==> src/rtl/irq_ctrl.sv <==
// Purpose: collects rising-edge interrupts into pending flags and raises one masked, prioritised request at a time.
// Latency: irq rising before edge k sets pending at edge k+2. ext_int follows at edge k+3.
// Backpressure: a request stays up until ack. Withdrawing the mask or global_en drops it and keeps it pending.
module irq_ctrl #(
    parameter int NUM_IRQ = 4,
    parameter int CW      = (NUM_IRQ > 1) ? $clog2(NUM_IRQ) : 1
) (
    input  logic               clk,
    input  logic               reset,
    input  logic [NUM_IRQ-1:0] irq,
    input  logic               global_en,
    input  logic               en_wr,
    input  logic [NUM_IRQ-1:0] en_data,
    input  logic               ack,
    output logic [NUM_IRQ-1:0] enable,
    output logic [NUM_IRQ-1:0] pending,
    output logic               ext_int,
    output logic [CW-1:0]      cause
);

    typedef enum logic [1:0] {
        IDLE = 2'd0,
        REQ  = 2'd1,
        HOLD = 2'd2
    } state_t;

    // Synchronizer and history chain, one flop stage each.
    logic [NUM_IRQ-1:0] sync1_q;
    logic [NUM_IRQ-1:0] sync2_q;
    logic [NUM_IRQ-1:0] hist_q;
    logic [NUM_IRQ-1:0] edge_det;

    // Architectural state.
    logic [NUM_IRQ-1:0] enable_q,  enable_d;
    logic [NUM_IRQ-1:0] pending_q, pending_d;
    state_t             state_q,   state_d;
    logic [CW-1:0]      cause_q,   cause_d;
    logic               ext_int_q, ext_int_d;

    // Arbitration helpers.
    logic [NUM_IRQ-1:0] req_vec;
    logic [CW-1:0]      low_idx;
    logic               ack_clr;
    logic [NUM_IRQ-1:0] clr_mask;

    // Bring raw lines into the clock domain. A history flop follows for edge detection.
    always_ff @(posedge clk or negedge reset) begin
        if (!reset) begin
            sync1_q <= '0;
            sync2_q <= '0;
            hist_q  <= '0;
        end else begin
            sync1_q <= irq;
            sync2_q <= sync1_q;
            hist_q  <= sync2_q;
        end
    end

    // The history flop resets to 0, so a line already high at reset release counts as one event.
    assign edge_det = sync2_q & ~hist_q;

    // A software write to the enable mask takes effect on the same edge.
    always_comb begin
        enable_d = enable_q;
        if (en_wr) begin
            enable_d = en_data;
        end
    end

    // Candidate requests are pending lines that are also unmasked.
    assign req_vec = pending_q & enable_q;

    // Fixed priority: the lowest set index wins.
    // The descending scan lets the last hit, the lowest index, overwrite.
    always_comb begin
        low_idx = '0;
        for (int i = NUM_IRQ - 1; i >= 0; i--) begin
            if (req_vec[i]) begin
                low_idx = CW'(i);
            end
        end
    end

    // Request FSM: next state, latched cause and the ack-driven clear.
    always_comb begin
        state_d = state_q;
        cause_d = cause_q;
        ack_clr = 1'b0;
        unique case (state_q)
            IDLE: begin
                if (global_en && (|req_vec)) begin
                    state_d = REQ;
                    cause_d = low_idx;
                end
            end
            REQ: begin
                // ack has priority over a request withdrawn by mask or global_en.
                if (ack) begin
                    state_d = HOLD;
                    ack_clr = 1'b1;
                end else if (!global_en || !enable_q[cause_q]) begin
                    state_d = IDLE;
                end
            end
            HOLD: begin
                // One dead cycle so a serviced request is never sampled twice.
                state_d = IDLE;
            end
            default: begin
                state_d = IDLE;
            end
        endcase
    end

    // Build the pending update. A coincident new edge on the cause line beats the clear.
    always_comb begin
        clr_mask = '0;
        if (ack_clr) begin
            clr_mask = {{(NUM_IRQ-1){1'b0}}, 1'b1} << cause_q;
        end
        pending_d = (pending_q & ~clr_mask) | edge_det;
    end

    // Register ext_int directly from the next state, so the output comes straight from a flop.
    assign ext_int_d = (state_d == REQ);

    // State, mask, pending and request registers. Reset clears everything immediately.
    always_ff @(posedge clk or negedge reset) begin
        if (!reset) begin
            state_q   <= IDLE;
            cause_q   <= '0;
            ext_int_q <= 1'b0;
            enable_q  <= '0;
            pending_q <= '0;
        end else begin
            state_q   <= state_d;
            cause_q   <= cause_d;
            ext_int_q <= ext_int_d;
            enable_q  <= enable_d;
            pending_q <= pending_d;
        end
    end

    assign enable  = enable_q;
    assign pending = pending_q;
    assign ext_int = ext_int_q;
    assign cause   = cause_q;

endmodule

==> config.mk <==
export PLATFORM = sky130hd
export DESIGN_NAME = irq_ctrl
export DESIGN_NICKNAME = d
export VERILOG_FILES = /design/src/rtl/irq_ctrl.sv
export SDC_FILE = /design/constraint.sdc
export NUM_CORES = 1
export LEC_CHECK = 0
export ABC_AREA = 1
export CAP_MARGIN = 20
export CORE_UTILIZATION = 33
export DETAILED_ROUTE_END_ITERATION = 8
export DONT_BUFFER_PORTS = 1
export GPL_TIMING_DRIVEN = 0
export PLACE_DENSITY = 0.52
export SLEW_MARGIN = 10
export SYNTH_ARGS = -nofsm -noshare
export SYNTH_HDL_FRONTEND = slang
export SYNTH_SLANG_ARGS = --single-unit
==> constraint.sdc <==
create_clock -name clk -period 1.2 [get_ports clk]
set_clock_uncertainty 0.2 [all_clocks]
set_input_delay 0.12 -clock clk [delete_from_list [all_inputs] [get_ports clk]]
set_output_delay 0.12 -clock clk [all_outputs]
set_load 0.005 [all_outputs]
==> impl_metrics.env <==
export IMPL_synth_fa_ha_area_share_pct=0
export IMPL_synth_top_family_by_area="simple AND/OR/NAND/NOR gates"
export IMPL_synth_compound_area_share_pct=7.98
export IMPL_io_pins=24
export IMPL_worstSetupEndpointType="register"
export IMPL_ys_types=11
export IMPL_detail_route_iter0_violations=6
export IMPL_yosys_register_bits=25
export IMPL_cts_made_buffers=3
export IMPL_clk_pin_slew_ns=0.13
export IMPL_power_mw=1.91
export IMPL_avgSynthCellArea_um2=10.5
export IMPL_synth_xor_area_share_pct=0
export IMPL_critPathArrivalTime_ns=1.22
export IMPL_area_delta_synth_final_pct=25.7
export IMPL_drive_gt1_share_pct=15.1
export IMPL_coreArea_um2=2540
export IMPL_worst_endpoint_required_ns=1.22
export IMPL_cts_htree_levels=1
export IMPL_multi_input_area_um2=240
export IMPL_io_buffer_count=0
export IMPL_cts_sinks=25
export IMPL_cp_cell_sequence="nand2_1, nand2_1, nor2_1, nor2_1, inv_1, nand2_1"
export IMPL_drt_met1_wl_um=695
export IMPL_worstSkewPairLatency_ns=0.32
export IMPL_max_freq_mhz=834
export IMPL_dp_slack_ns=-0.0244
export IMPL_slew_headroom_pct=84.8
export IMPL_drtAntennaViolNets=0
export IMPL_grt_use_total_pct=12.1
export IMPL_finalWeightedCongestion=0.739
export IMPL_critPathBufInv=1
export IMPL_routed_wl_met3_um=123
export IMPL_grt_max_degree=26
export IMPL_most_common_layout_cells="nand2_1 (25), dfrtp_1 (23), dlygate4sd3_1 (12)"
export IMPL_start_util_pct=35.7
export IMPL_post_dp_cell_area_um2=947
export IMPL_status="finished clean"
export IMPL_tightest_slew_ns=0.227
export IMPL_first_pass_iters=4
export IMPL_ir_drop_mv=0.963
export IMPL_synthCells=87
export IMPL_grt_setup_unrepaired="yes"
export IMPL_power_density_nw_per_um2=1670
export IMPL_hpwlAfterDp_um=997
export IMPL_nets=120
export IMPL_wire_per_inst_um=11.2
export IMPL_tritoncts="built"
export IMPL_grt_pass1_vias=569
export IMPL_hp_class="primary input to async pin"
export IMPL_root_buffer="clkbuf_4"
export IMPL_worstSetupPathType="register to register"
export IMPL_grt_pass1_wl_um=2420
export IMPL_final_area_um2=1140
export IMPL_via_per_inst=4.63
export IMPL_routed_top_layer="met4"
export IMPL_netlist_area_um2=910
export IMPL_clockBufferDepth=2
export IMPL_grt_remaining_overflow=0
export IMPL_fin_crit_sh_pct=99.9
export IMPL_slew_viol_final=0
export IMPL_r2r_setup_slack_ns=0.002
export IMPL_crit_fanout=3
export IMPL_vias=629
export IMPL_met2_length_um=684
export IMPL_fillers=238
export IMPL_post_route_min_period_ns=1.20
export IMPL_wl_um=1530
export IMPL_final_hold_violation_count=0
export IMPL_synthSimpleGateAreaFrac_pct=15.4
export IMPL_synth_area_mux_share_pct=2.48
export IMPL_antenna_found_initial=0
export IMPL_die_x_um=54.5
export IMPL_maxCapViolCount=0
export IMPL_cpPeakStageDelay_ns=0.44
export IMPL_cpMaxStageDelayCell="dfrtp_1"
export IMPL_start_kind="register"
export IMPL_diodes=0
export IMPL_setup_slack_ns=0.00167
export IMPL_register_area_um2=628
export IMPL_layout_commonest_cell="nand2_1"
export IMPL_setup_viol=0
export IMPL_yosysSeqAreaShare_pct=68.8
export IMPL_crit_family="flip-flops"
export IMPL_synth_nets=100
export IMPL_p_leak_nw=0.543
export IMPL_die_h_um=54.5
export IMPL_yosys_warnings=0
export IMPL_rows=18
export IMPL_path_common_cell="nand2_1"
export IMPL_route_detailed_drc=0
export IMPL_utilization_pct=44.9
export IMPL_dieArea_um2=2970
==> per-layer routing <==
layer,vias up,global-route usage [%]
met4,0,5.13
met1,287,13.2
met2,24,19.5
met5,-,0
met3,5,6.39
li1,313,-
==> synthesized netlist by cell type <==
master / count / area, µm²
dfrtp_1: 25 / 626
nor2_2: 1 / 6.26
mux2_2: 2 / 22.5
a21boi_0: 1 / 7.51
nor3b_2: 1 / 12.5
a21oi_1: 1 / 5.00
inv_1: 13 / 48.8
nor2_1: 2 / 7.51
nand2_1: 25 / 93.8
o21ai_0: 12 / 60.1
nand3_1: 4 / 20.0
==> logic make-up after synthesis <==
family | Yosys count
flip-flops | 25
AND/OR/NAND/NOR | 33
AO/OA/AOI/OAI | 14
multiplexers | 2
buffers and inverters | 13
==> sequential cells by signal (all words and copies together), names as in the netlist <==
signal and cells:
enable 4, hist_q 4, pending 4, sync1_q 4
sync2_q 4, cause 2, state_q 2, ext_int 1
==> final cells by class <==
type                       instances  share of cell area (%)
multi-input combinational         49                    21.0
inverter                          13                    4.27
clock inverter                     1                   0.656
timing repair buffer              15                    13.9
clock buffer                       3                    1.97
tap                               30                    3.28
sequential                        25                    54.9
==> per-stage QoR <==
stage               TNS [ns]  std cells  hold WS, ns
global placement     -0.0445        117       -0.375
floorplan                  0         87       -0.376
finish                     0        136       0.0143
global route          -0.353        136      0.00389
detailed placement   -0.0873        117       -0.375
CTS                        0        134      0.00369
==> repair_timing <==
action / in CTS / in global routing
gates resized for setup: 6 / 8
setup endpoints to repair: 5 / 8
hold buffers: 13 / 0
setup buffers: 0 / 2
endpoints found under the hold margin: 42 / 0
pin swaps: 2 / 2
==> power by group <==
part,internal [mW],switching (mW)
combinational,0.194,0.220
sequential,0.973,0.146
clock,0.127,0.246
total,1.29,0.612
==> path summary, 6_finish.rpt <==
path | depth (start not counted) | to | from
worst max register to register | 6 | ext_int | pending[0]
worst min-delay path | 2 | pending[1] | reset
worst min register to register | 0 | sync2_q[3] | sync1_q[3]
min in group clk | 1 | sync1_q[3] | irq[3]
worst max-delay path | 6 | ext_int | pending[0]
max in group asynchronous | 2 | cause[1] | reset
(Power assumes the default switching activity.)
